### config.mk
export PLATFORM = sky130hd
export DESIGN_NAME = video_dma_scheduler
export DESIGN_NICKNAME = d
export VERILOG_FILES = /design/src/rtl/video_dma_pkg.sv /design/src/rtl/video_dma_ctx.sv /design/src/rtl/video_dma_scheduler.sv
export SDC_FILE = /design/constraint.sdc
export NUM_CORES = 1
export LEC_CHECK = 0
export BUFFER_PORTS_ARGS = -buffer_cell sky130_fd_sc_hd__buf_4
export CORE_MARGIN = 4
export CORE_UTILIZATION = 42
export CTS_BUF_LIST = sky130_fd_sc_hd__clkbuf_16
export DETAILED_ROUTE_END_ITERATION = 10
export PLACE_DENSITY = 0.65
export SETUP_SLACK_MARGIN = 0.15
export SKIP_CTS_REPAIR_TIMING = 1
export SLEW_MARGIN = 10
export SYNTH_ARGS = -nofsm -noshare
export SYNTH_HDL_FRONTEND = slang
export SYNTH_SLANG_ARGS = --single-unit
### constraint.sdc
create_clock -name aclk -period 4.4 [get_ports aclk]
set_clock_uncertainty 0.15 [all_clocks]
set_input_delay 0.22 -clock aclk [delete_from_list [all_inputs] [get_ports aclk]]
set_output_delay 0.22 -clock aclk [all_outputs]
set_load 0.01 [all_outputs]
### src/rtl/video_dma_pkg.sv
`default_nettype none
// ============================================================================
// Module      : video_dma_pkg
// Description : Shared types for the display-path DMA scheduler: FSM state,
//               requester identifiers, the mover descriptor record and a small
//               arithmetic helper used for chunk sizing.
// Revision    : 1.0 - initial release
// ============================================================================
package video_dma_pkg;

  // Widest address the descriptor record can carry; ADDR_WIDTH must not exceed it.
  localparam int unsigned MAX_ADDR_WIDTH = 64;

  typedef enum logic [1:0] {
    IDLE  = 2'd0,
    ISSUE = 2'd1,
    DRAIN = 2'd2
  } sched_state_e;

  typedef enum logic {
    REQ_L = 1'b0,
    REQ_A = 1'b1
  } req_id_e;

  typedef struct packed {
    logic [MAX_ADDR_WIDTH-1:0] src;
    logic [MAX_ADDR_WIDTH-1:0] dest;
    logic [MAX_ADDR_WIDTH-1:0] len;
  } dma_desc_t;

  function automatic logic [31:0] min_u32(input logic [31:0] a, input logic [31:0] b);
    return (a < b) ? a : b;
  endfunction

endpackage
`default_nettype wire

### src/rtl/video_dma_ctx.sv
`default_nettype none
// ============================================================================
// Module      : video_dma_ctx
// Description : One requester context {active, src, dest, remaining}. Handles
//               the valid/ready accept, offers the next chunk size and
//               advances the context when the scheduler reports a finished
//               chunk. Emits a one-cycle done pulse when the request ends
//               (last chunk finished, or a zero-length request accepted).
// Ports       : clk, rst_n (async, active low)
//               i_enable, i_req_valid, o_req_ready, i_src, i_dest, i_len
//               i_advance  - current chunk of this context completed
//               i_discard  - drop the context without a done pulse
//               o_active, o_src, o_dest, o_chunk, o_last, o_done
// Revision    : 1.0 - initial release
// ============================================================================
module video_dma_ctx
  import video_dma_pkg::*;
#(
  parameter int unsigned ADDR_WIDTH  = 64,
  parameter int unsigned LEN_WIDTH   = 16,   // at most 32
  parameter int unsigned CHUNK_BYTES = 512
) (
  input  logic                  clk,
  input  logic                  rst_n,
  input  logic                  i_enable,
  input  logic                  i_req_valid,
  output logic                  o_req_ready,
  input  logic [ADDR_WIDTH-1:0] i_src,
  input  logic [ADDR_WIDTH-1:0] i_dest,
  input  logic [LEN_WIDTH-1:0]  i_len,
  input  logic                  i_advance,
  input  logic                  i_discard,
  output logic                  o_active,
  output logic [ADDR_WIDTH-1:0] o_src,
  output logic [ADDR_WIDTH-1:0] o_dest,
  output logic [LEN_WIDTH-1:0]  o_chunk,
  output logic                  o_last,
  output logic                  o_done
);

  localparam logic [31:0] c_chunk_bytes = 32'(CHUNK_BYTES);

  logic                  r_active;
  logic [ADDR_WIDTH-1:0] r_src;
  logic [ADDR_WIDTH-1:0] r_dest;
  logic [LEN_WIDTH-1:0]  r_remaining;
  logic                  r_done;

  logic                  w_accept;
  logic [LEN_WIDTH-1:0]  w_len_aligned;
  logic [LEN_WIDTH-1:0]  w_chunk;
  logic                  w_last;

  assign o_req_ready   = i_enable & ~r_active;
  assign w_accept      = i_req_valid & o_req_ready;
  // Transfers are whole 8-byte beats; the low length bits are dropped.
  assign w_len_aligned = i_len & ~LEN_WIDTH'(7);
  assign w_chunk       = LEN_WIDTH'(min_u32(32'(r_remaining), c_chunk_bytes));
  assign w_last        = (r_remaining == w_chunk);

  always_ff @(posedge clk or negedge rst_n) begin
    if (!rst_n) begin
      r_active    <= 1'b0;
      r_src       <= '0;
      r_dest      <= '0;
      r_remaining <= '0;
      r_done      <= 1'b0;
    end else begin
      r_done <= 1'b0;
      if (i_discard) begin
        r_active <= 1'b0;
      end else if (i_advance) begin
        r_src       <= r_src + ADDR_WIDTH'(w_chunk);
        r_dest      <= r_dest + ADDR_WIDTH'(w_chunk);
        r_remaining <= r_remaining - w_chunk;
        if (w_last) begin
          r_active <= 1'b0;
          r_done   <= 1'b1;
        end
      end else if (w_accept) begin
        r_src       <= i_src;
        r_dest      <= i_dest;
        r_remaining <= w_len_aligned;
        // An empty request never occupies the mover; it just reports done.
        r_active    <= (w_len_aligned != '0);
        r_done      <= (w_len_aligned == '0);
      end
    end
  end

  assign o_active = r_active;
  assign o_src    = r_src;
  assign o_dest   = r_dest;
  assign o_chunk  = w_chunk;
  assign o_last   = w_last;
  assign o_done   = r_done;

endmodule
`default_nettype wire

### src/rtl/video_dma_scheduler.sv
`default_nettype none
// ============================================================================
// Module      : video_dma_scheduler
// Description : Shares one data mover between the scanline prefetch port (L,
//               strict priority) and the auxiliary port (A). Requests are
//               split into chunks of at most CHUNK_BYTES; arbitration happens
//               only between chunks, so L preempts A at chunk boundaries and
//               A resumes from its saved context. Flags scanline underrun.
//               Optional statistics: define VIDEO_DMA_SCHED_STATS_EN.
// Ports       : aclk, aresetn (async, active low), enable_i
//               l_req_* / a_req_*, l_done_o / a_done_o : requester ports
//               l_deadline_i, underrun_o, underrun_clr_i : underrun flag
//               mover_*_o, mover_en_o, mover_done_i      : data mover
//               busy_o, stat_*_cnt_o                      : status
// Revision    : 1.0 - initial release
// ============================================================================
module video_dma_scheduler
  import video_dma_pkg::*;
#(
  parameter int unsigned ADDR_WIDTH  = 64,
  parameter int unsigned LEN_WIDTH   = 16,
  parameter int unsigned CHUNK_BYTES = 512
) (
  input  logic                  aclk,
  input  logic                  aresetn,
  input  logic                  enable_i,
  input  logic                  l_req_valid_i,
  output logic                  l_req_ready_o,
  input  logic [ADDR_WIDTH-1:0] l_src_i,
  input  logic [ADDR_WIDTH-1:0] l_dest_i,
  input  logic [LEN_WIDTH-1:0]  l_len_i,
  output logic                  l_done_o,
  input  logic                  a_req_valid_i,
  output logic                  a_req_ready_o,
  input  logic [ADDR_WIDTH-1:0] a_src_i,
  input  logic [ADDR_WIDTH-1:0] a_dest_i,
  input  logic [LEN_WIDTH-1:0]  a_len_i,
  output logic                  a_done_o,
  input  logic                  l_deadline_i,
  output logic                  underrun_o,
  input  logic                  underrun_clr_i,
  output logic [ADDR_WIDTH-1:0] mover_src_addr_o,
  output logic [ADDR_WIDTH-1:0] mover_dest_addr_o,
  output logic [ADDR_WIDTH-1:0] mover_length_o,
  output logic                  mover_en_o,
  input  logic                  mover_done_i,
  output logic                  busy_o,
  output logic [31:0]           stat_l_cnt_o,
  output logic [31:0]           stat_a_cnt_o,
  output logic [31:0]           stat_urun_cnt_o
);

  sched_state_e r_state, w_state_nxt;
  req_id_e      r_sel, w_sel_nxt;
  dma_desc_t    r_desc, w_desc_nxt;
  logic         r_underrun;

  logic                  w_l_active, w_a_active;
  logic [ADDR_WIDTH-1:0] w_l_src, w_l_dest, w_a_src, w_a_dest;
  logic [LEN_WIDTH-1:0]  w_l_chunk, w_a_chunk;
  logic                  w_l_last;
  logic                  w_a_last_unused;
  logic                  w_chunk_done;
  logic                  w_l_adv, w_a_adv;
  logic                  w_discard;
  logic                  w_urun_set;

  assign w_chunk_done = (r_state == ISSUE) & mover_done_i;
  assign w_l_adv      = w_chunk_done & enable_i & (r_sel == REQ_L);
  assign w_a_adv      = w_chunk_done & enable_i & (r_sel == REQ_A);
  // While disabled, contexts are dropped as soon as no chunk is in flight
  // (including the edge where the in-flight chunk finishes).
  assign w_discard    = ~enable_i & ((r_state != ISSUE) | mover_done_i);

  video_dma_ctx #(
    .ADDR_WIDTH (ADDR_WIDTH),
    .LEN_WIDTH  (LEN_WIDTH),
    .CHUNK_BYTES(CHUNK_BYTES)
  ) u_ctx_l (
    .clk        (aclk),
    .rst_n      (aresetn),
    .i_enable   (enable_i),
    .i_req_valid(l_req_valid_i),
    .o_req_ready(l_req_ready_o),
    .i_src      (l_src_i),
    .i_dest     (l_dest_i),
    .i_len      (l_len_i),
    .i_advance  (w_l_adv),
    .i_discard  (w_discard),
    .o_active   (w_l_active),
    .o_src      (w_l_src),
    .o_dest     (w_l_dest),
    .o_chunk    (w_l_chunk),
    .o_last     (w_l_last),
    .o_done     (l_done_o)
  );

  video_dma_ctx #(
    .ADDR_WIDTH (ADDR_WIDTH),
    .LEN_WIDTH  (LEN_WIDTH),
    .CHUNK_BYTES(CHUNK_BYTES)
  ) u_ctx_a (
    .clk        (aclk),
    .rst_n      (aresetn),
    .i_enable   (enable_i),
    .i_req_valid(a_req_valid_i),
    .o_req_ready(a_req_ready_o),
    .i_src      (a_src_i),
    .i_dest     (a_dest_i),
    .i_len      (a_len_i),
    .i_advance  (w_a_adv),
    .i_discard  (w_discard),
    .o_active   (w_a_active),
    .o_src      (w_a_src),
    .o_dest     (w_a_dest),
    .o_chunk    (w_a_chunk),
    .o_last     (w_a_last_unused),
    .o_done     (a_done_o)
  );

  always_ff @(posedge aclk or negedge aresetn) begin
    if (!aresetn) begin
      r_state <= IDLE;
      r_sel   <= REQ_L;
      r_desc  <= '0;
    end else begin
      r_state <= w_state_nxt;
      r_sel   <= w_sel_nxt;
      r_desc  <= w_desc_nxt;
    end
  end

  always_comb begin
    w_state_nxt = r_state;
    w_sel_nxt   = r_sel;
    w_desc_nxt  = r_desc;
    case (r_state)
      IDLE: begin
        if (enable_i && (w_l_active || w_a_active)) begin
          if (w_l_active) begin
            w_sel_nxt       = REQ_L;
            w_desc_nxt.src  = MAX_ADDR_WIDTH'(w_l_src);
            w_desc_nxt.dest = MAX_ADDR_WIDTH'(w_l_dest);
            w_desc_nxt.len  = MAX_ADDR_WIDTH'(w_l_chunk);
          end else begin
            w_sel_nxt       = REQ_A;
            w_desc_nxt.src  = MAX_ADDR_WIDTH'(w_a_src);
            w_desc_nxt.dest = MAX_ADDR_WIDTH'(w_a_dest);
            w_desc_nxt.len  = MAX_ADDR_WIDTH'(w_a_chunk);
          end
          w_state_nxt = ISSUE;
        end
      end
      ISSUE: begin
        if (mover_done_i) w_state_nxt = DRAIN;
      end
      DRAIN: begin
        // Level handshake: the mover must drop done before the next chunk.
        if (!mover_done_i) w_state_nxt = IDLE;
      end
      default: w_state_nxt = IDLE;
    endcase
  end

  assign mover_en_o        = (r_state == ISSUE);
  assign mover_src_addr_o  = r_desc.src[ADDR_WIDTH-1:0];
  assign mover_dest_addr_o = r_desc.dest[ADDR_WIDTH-1:0];
  assign mover_length_o    = r_desc.len[ADDR_WIDTH-1:0];
  assign busy_o            = (r_state != IDLE) | w_l_active | w_a_active;

  // A deadline on the very edge that finishes L's last chunk is on time.
  assign w_urun_set = l_deadline_i & w_l_active & ~(w_l_adv & w_l_last);

  always_ff @(posedge aclk or negedge aresetn) begin
    if (!aresetn)             r_underrun <= 1'b0;
    else if (w_urun_set)      r_underrun <= 1'b1;
    else if (underrun_clr_i)  r_underrun <= 1'b0;
  end

  assign underrun_o = r_underrun;

`ifdef VIDEO_DMA_SCHED_STATS_EN
  logic [31:0] r_stat_l, r_stat_a, r_stat_urun;

  always_ff @(posedge aclk or negedge aresetn) begin
    if (!aresetn) begin
      r_stat_l    <= '0;
      r_stat_a    <= '0;
      r_stat_urun <= '0;
    end else begin
      if (l_done_o)   r_stat_l    <= r_stat_l + 32'd1;
      if (a_done_o)   r_stat_a    <= r_stat_a + 32'd1;
      if (w_urun_set) r_stat_urun <= r_stat_urun + 32'd1;
    end
  end

  assign stat_l_cnt_o    = r_stat_l;
  assign stat_a_cnt_o    = r_stat_a;
  assign stat_urun_cnt_o = r_stat_urun;
`else
  assign stat_l_cnt_o    = '0;
  assign stat_a_cnt_o    = '0;
  assign stat_urun_cnt_o = '0;
`endif

endmodule
`default_nettype wire

==> results.yml, run 1 <==
outcome:
  status: "finished, final reports clean"
timing:
  drv_slew: 0
  period_needed_ps: 4005
  rsz0062_at_grt: "yes"
  timing.hold.ws_ps: 0.2157
  finalSetupTns_ps: 0
  fmax_ghz: 0.2497
  final-setup-viol-count: 0
  slew-limit-headroom: 0.2302
  finalHoldViolations: 0
  finalCritPeriodShare: 0.9102
  worstMarginPinSlew_ps: 1144
worst_setup_path:
  cp-end-kind: "flop"
  r2r_slack_ps: 400
  critPathKind: "reg2reg"
  reg2reg_from: "u_ctx_l.r_remaining[14]"
  critPathMaxFanout: 9
  startpoint_type: "flop"
  cpMostUsedCell: "buf_4"
  critPathTopFamily: "compound AO/OA/AOI/OAI gates"
  required_ps: 4760
  reg2reg_depth: 15
  worstReg2RegEnd: "u_ctx_l.o_src[23]"
  cp_num_buf_inv: 4
  cp_cell_sequence: "nor4_2, and3b_1, buf_4, and2_1, buf_4, ha_1, a21o_1, a41o_1, o211ai_1, buf_4, o21a_1, o21a_1, buf_4, nor4_1, nor3_1"
  crit_path_max_incr_delay_ps: 440
  crit_path_top_delay_cell: "o21a_1"
  crit_arrival_ps: 4370
logic_synthesis:
  syn_inst: 3471
  synth.avg_cell_area_um2: 8.320
  synth-async-reset-ratio: 1.000
  synthesis.area_um2: 28880
  synth-seq-cells: 440
  synth_edf_count: 0
  synth_ff_type: "dfrtp_1"
  synth_cell_types: 92
  ys_seq_area_frac: 0.3813
  yosysWarnings: 0
route:
  wire_per_inst_um: 25.63
  finalWirelength_mm: 129.2
  antenna_left: 0
  dr_total_vias: 31020
  drt-initial-drc-count: 3595
  vias_per_cell: 6.152
  drtPass1Iterations: 6
  drc: 0
floorplan:
  start_util: 0.4270
  num_io_pins: 591
  die_h_um: 270.2
  die-width_um: 270.2
  die-area_um2: 73020
  rows: 95
  core_area_um2: 67630
grt:
  antenna_found_initial: 1
  grt_max_degree: 122
  grt_pass1_wl_mm: 184.5
  overflow: 0
  grt_pass1_vias: 27930
  grtUsageTotal: 0.3286
layout:
  nets: 4500
  fin_cells: 5042
  area_delta_synth_final_pct: 29.50
  drive_gt1_frac: 0.1682
placement:
  hpwlAfterDp_mm: 94.95
  gp_congestion: 0.9855
  dp_cells: 4664
  io_buffers: 440
cts:
  clk_path_buf_depth: 3
  cts-buffers-inserted: 51
  clk_pin_slew_ps: 60
  cts_root_buffer: "clkbuf_16"
  cts_tree: "built"
  cts-htree-levels: 2
  clk_latency_ps: 610
  cts_sinks: 440
pwr:
  leakagePower_nw: 16.08
  power_density_nw_per_um2: 522.5
  vdd_drop_max_v: 0.0003052
worst_hold_path:
  min_path_type: "in2reg"
  hp-start: "l_dest_i[55]"
  worst_hold_path.num_cells: 4
  min_to: "u_ctx_l.o_dest[55]"
flow_run:
  max_cap_viol_count: 0
Yosys cell counts (9+ instances only):
master	count	area (um^2)
a22o_1	9	78.83
a21oi_1	170	850.8
a221o_1	49	490.5
and3_1	100	625.6
mux2i_1	31	310.3
ha_1	66	825.8
nand2_1	411	1543
o21a_1	28	210.2
and2_1	61	381.6
nand3_1	124	620.6
or3_1	30	187.7
a22oi_1	24	180.2
xnor2_1	30	262.8
a311oi_1	38	332.8
or2_2	11	68.82
nor3_1	174	870.8
xor2_1	31	271.5
a211o_1	16	140.1
nor2_1	365	1370
o31ai_1	14	105.1
clkbuf_1	190	713.2
o211ai_1	23	172.7
o32ai_1	11	96.34
nor3b_1	43	322.8
a211oi_1	50	375.4
buf_4	145	1089
nand2b_1	14	87.58
o41ai_1	9	78.83
nand4_1	89	556.8
o22ai_1	117	732.0
inv_1	30	112.6
a21o_1	41	307.8
dfrtp_1	440	11010
or4_1	20	150.1
a31oi_1	76	475.5
buf_1	25	93.84
nor4_1	40	250.2
o21ai_0	119	595.6
and4_1	14	122.6
o221a_2	22	247.7
area by class of cell:
cell class	instances	area [um^2]
multi-input combinational	2794	16560
inverter	32	125.1
fill	6237	30240
tap	873	1092
antenna	1	2.502
clock buffer	51	1276
clock inverter	36	326.6
sequential	440	11010
timing repair buffer	815	7004
how the worst max path moves through the flow:
| stage | start | end | slack [ps] | cells past startpoint |
|---|---|---|---|---|
| 6_report | u_ctx_l.r_remaining[14] | u_ctx_l.o_src[23] | 400 | 15 |
| 5_1_grt | u_ctx_l.r_remaining[14] | u_ctx_l.o_src[28] | 110 | 14 |
| 4_1_cts | u_ctx_l.r_remaining[14] | u_ctx_l.o_src[50] | 90 | 14 |
| 3_5_place_dp | u_ctx_l.r_remaining[14] | u_ctx_l.o_src[50] | 110 | 14 |
| 3_3_place_gp | u_ctx_l.r_remaining[14] | u_ctx_l.o_src[50] | 150 | 14 |
| 2_1_floorplan | u_ctx_a.r_remaining[9] | u_ctx_a.o_src[43] | 560 | 14 |
power breakdown:
| group | switching (mW) | leakage, nW | internal, mW | total [mW] |
|---|---|---|---|---|
| Combinational | 4.24 | 10.1 | 3.33 | 7.57 |
| Sequential | 2.21 | 5.14 | 5.47 | 7.67 |
| Clock | 1.86 | 0.816 | 2.44 | 4.30 |
| Total | 8.30 | 16.1 | 11.2 | 19.5 |
cell families (layout without fill, tap and decap cells):
group	Yosys count	in the layout	synth area share
xor gates and xnor gates	61	61	0.01850
muxes	35	35	0.01230
and+or+nand+nor	1531	1531	0.2585
buffers and inverters	405	934	0.07244
AOI/OAI and AO/OA	927	927	0.2253
adders and majority gates	70	70	0.03137
DFF	440	440	0.3813
other	2	171	0.0002601
tightest hold or removal path, stage by stage:
cell      delay [ps]
buf_4             80
nor2_1            70
a31oi_1          140
a21boi_0         190
layer usage:
layer / wire [um] / GRT usage / up-vias
li1: - / - / 13980
met1: 49850 / 0.4196 / 15060
met2: 60200 / 0.5289 / 1660
met3: 10770 / 0.06298 / 325
met4: 8406 / 0.1762 / 0
met5: 0 / 0 / -
layout by cell type (no fill, tap or decap), drive strengths merged, types with 89 or more instances in the layout:
cell         netlist  layout
nor2             366     366
nand3            125     125
dfrtp            440     440
o21ai            128     128
nand4             89      89
a21oi            173     173
dlygate4sd3        0     286
nor3             178     178
conb               2     170
buf              177     529
and3             100     100
nand2            411     411
o22ai            117     117
per-stage QoR:
| stage | power [mW] | setup slack, ps | area [um^2] | utilization |
|---|---|---|---|---|
| final | 19.54 | 395.3 | 37400 | 0.5529 |
| after global placement | 14.69 | 154.8 | 32830 | 0.4853 |
| after floorplan | 11.19 | 563.1 | 29510 | - |
| after detailed placement | 14.78 | 111.3 | 32830 | 0.4853 |
| after CTS | 19.10 | 90.73 | 34430 | 0.5090 |
| after global routing | 20.51 | 114.9 | 37390 | 0.5529 |
sequential cells by signal, summed over array words and instances (netlist names), 2 cells and up:
signal,count
mover_dest_addr_o,64
mover_src_addr_o,64
u_ctx_a.o_dest,64
u_ctx_a.o_src,64
u_ctx_l.o_dest,64
u_ctx_l.o_src,64
mover_length_o,16
u_ctx_a.r_remaining,16
u_ctx_l.r_remaining,16
r_state,2
(Power assumes the default switching activity.)
==> run 2: changes to the inputs <==
--- a/config.mk
+++ b/config.mk
@@ -6,7 +6,7 @@
 export NUM_CORES = 1
 export LEC_CHECK = 0
 export BUFFER_PORTS_ARGS = -buffer_cell sky130_fd_sc_hd__buf_4
-export CORE_MARGIN = 4
+export CORE_MARGIN = 5
 export CORE_UTILIZATION = 42
 export CTS_BUF_LIST = sky130_fd_sc_hd__clkbuf_16
 export DETAILED_ROUTE_END_ITERATION = 10
==> results.yml, run 2 (same netlist as run 1, synthesis figures left out) <==
pwr:
  p_int_mw: 11.47
  vdd_drop_max_v: 0.0003135
  switchingPower_mw: 8.267
  p_comb_frac: 0.382
  clkPwrFrac: 0.231
  power_density_nw_per_um2: 527.6
  swShare: 0.4189
  p_seq_frac: 0.387
  fin_total_pwr_mw: 19.73
  leakagePower_nw: 16.09
worst_setup_path:
  crit_path_top_delay_cell: "o21ai_0"
  startpoint_type: "flop"
  reg2reg_from: "u_ctx_a.r_remaining[12]"
  cp-end-kind: "flop"
  critPathMaxFanout: 9
  cp_cell_sequence: "nor4_1, and2_1, inv_2, ha_1, a21oi_1, o21ai_0, o21ai_0, a21o_2, a211oi_1, o21a_1, o221a_2"
  reg2reg_depth: 11
  crit_arrival_ps: 4410
  r2r_slack_ps: 350
  critPathKind: "reg2reg"
  worstReg2RegEnd: "u_ctx_a.o_src[37]"
  cpMostUsedCell: "o21ai_0"
  crit_path_max_incr_delay_ps: 680
  required_ps: 4760
grt:
  overflow: 0
  grtUsageTotal: 0.3221
  grt_pass1_vias: 27550
  antenna_found_initial: 2
  grt_pass1_wl_mm: 182.3
  grt_max_degree: 114
route:
  wire_per_inst_um: 25.62
  vias_per_cell: 6.138
  dr_total_vias: 31000
  antenna_left: 0
  drc: 0
  finalWirelength_mm: 129.4
  drtPass1Iterations: 9
  drt-initial-drc-count: 3578
timing:
  timing.hold.ws_ps: -76.31
  finalCritPeriodShare: 0.9213
  period_needed_ps: 4054
  rsz0062_at_grt: "no"
  fmax_ghz: 0.2467
  final-setup-viol-count: 0
  finalHoldViolations: 1
  slew-limit-headroom: 0.3248
  finalSetupTns_ps: 0
  setup_slack_ps: 346.5
  worstMarginPinSlew_ps: 1013
  drv_slew: 0
placement:
  placed_cell_area_um2: 32710
  gp_congestion: 0.9870
  preCtsSetupSlack_ps: 142.9
  io_buffers: 440
  hpwlAfterDp_mm: 94.78
cts:
  cts_root_buffer: "clkbuf_16"
  cts-htree-levels: 2
  clk_pin_slew_ps: 60
  cts-buffers-inserted: 52
  cts_sinks: 440
  clk_path_buf_depth: 3
  cts_tree: "built"
  clk_latency_ps: 620
layout:
  area_delta_synth_final_pct: 29.54
  final_common_cell: "buf_4"
  final_cell_mix: "buf_4, dfrtp_1, nand2_1, nor2_1, dlygate4sd3_1"
  nets: 4490
  final_area_um2: 37410
  drive_gt1_frac: 0.1669
  fillCellCount: 6321
floorplan:
  die-area_um2: 74100
  start_util: 0.4225
  die_h_um: 272.2
  die-width_um: 272.2
  num_io_pins: 591
  core_area_um2: 68350
  rows: 96
flow_run:
  max_cap_viol_count: 0
outcome:
  violations: "negative hold slack"
  status: "finished, violations left"
worst_hold_path:
  hp-start: "a_src_i[27]"
  min_path_type: "in2reg"
  worst_hold_path.num_cells: 5
  min_to: "u_ctx_a.o_src[27]"
==> run 2: changes by cell type in the layout (fill, tap and decap cells not counted), moves of 2 or more <==
| cell | previous run | this run |
|---|---|---|
| a21oi_1 | 170 | 168 |
| buf_12 | 13 | 8 |
| buf_4 | 515 | 509 |
| bufinv_16 | 6 | 9 |
| clkbuf_16 | 51 | 53 |
| diode_2 | 1 | 3 |
| inv_1 | 37 | 41 |
| inv_6 | 5 | 3 |
| nor4_2 | 6 | 4 |
| o21a_1 | 28 | 25 |
| o21a_2 | 0 | 3 |
==> run 2: per-layer routing <==
metal  vias up  track usage  routed length [um]
met5         -            0                  11
met4         2       0.1891                8863
met3       317      0.07100               10990
met2      1635       0.5099               60390
met1     15070       0.4059               49120
li1      13970            -                   -
==> run 2: area by class of cell <==
| type | instances | area, um^2 | area share |
|---|---|---|---|
| Antenna cell | 3 | 7.507 | 0.0002007 |
| Timing Repair Buffer | 804 | 6859 | 0.1834 |
| Inverter | 32 | 125.1 | 0.003345 |
| Sequential cell | 440 | 11010 | 0.2944 |
| Multi-Input combinational cell | 2794 | 16550 | 0.4425 |
| Clock inverter | 42 | 419.2 | 0.01121 |
| Clock buffer | 53 | 1326 | 0.03546 |
| Tap cell | 882 | 1104 | 0.02950 |
==> run 2: worst max path at each step <==
stage / endpoint / startpoint / cells after the start
after CTS: u_ctx_l.o_src[28] / u_ctx_l.r_remaining[14] / 13
after detailed placement: u_ctx_l.o_src[37] / u_ctx_l.r_remaining[14] / 12
after global routing: u_ctx_a.o_src[37] / u_ctx_a.r_remaining[12] / 11
after global placement: u_ctx_a.o_src[47] / u_ctx_a.r_remaining[12] / 12
after floorplan: u_ctx_a.o_src[43] / u_ctx_a.r_remaining[9] / 14
final: u_ctx_a.o_src[37] / u_ctx_a.r_remaining[12] / 11
==> run 2: through the flow <==
step	instances	util
6_report	5050	0.5473
5_1_grt	5048	0.5473
4_1_cts	4760	0.5042
3_5_place_dp	4665	0.4786
3_3_place_gp	4665	0.4786
2_1_floorplan	3639	-
==> run 2: critical path: cells and delay by family, from the launching register on <==
family | cells | cell delay [ps]
simple gates | 2 | 620
buf+inv | 1 | 110
compound gates | 7 | 2280
flops | 1 | 430
fa+ha+maj | 1 | 350
==> run 2: power groups by stage <==
stage	Clock [mW]	Combinational [mW]	Sequential (mW)
finish	4.57	7.53	7.64
global route	4.79	8.18	7.74
CTS	4.62	7.16	7.54
detailed placement	0	7.13	7.58
global placement	0	7.05	7.57
floorplan	0	4.38	6.81
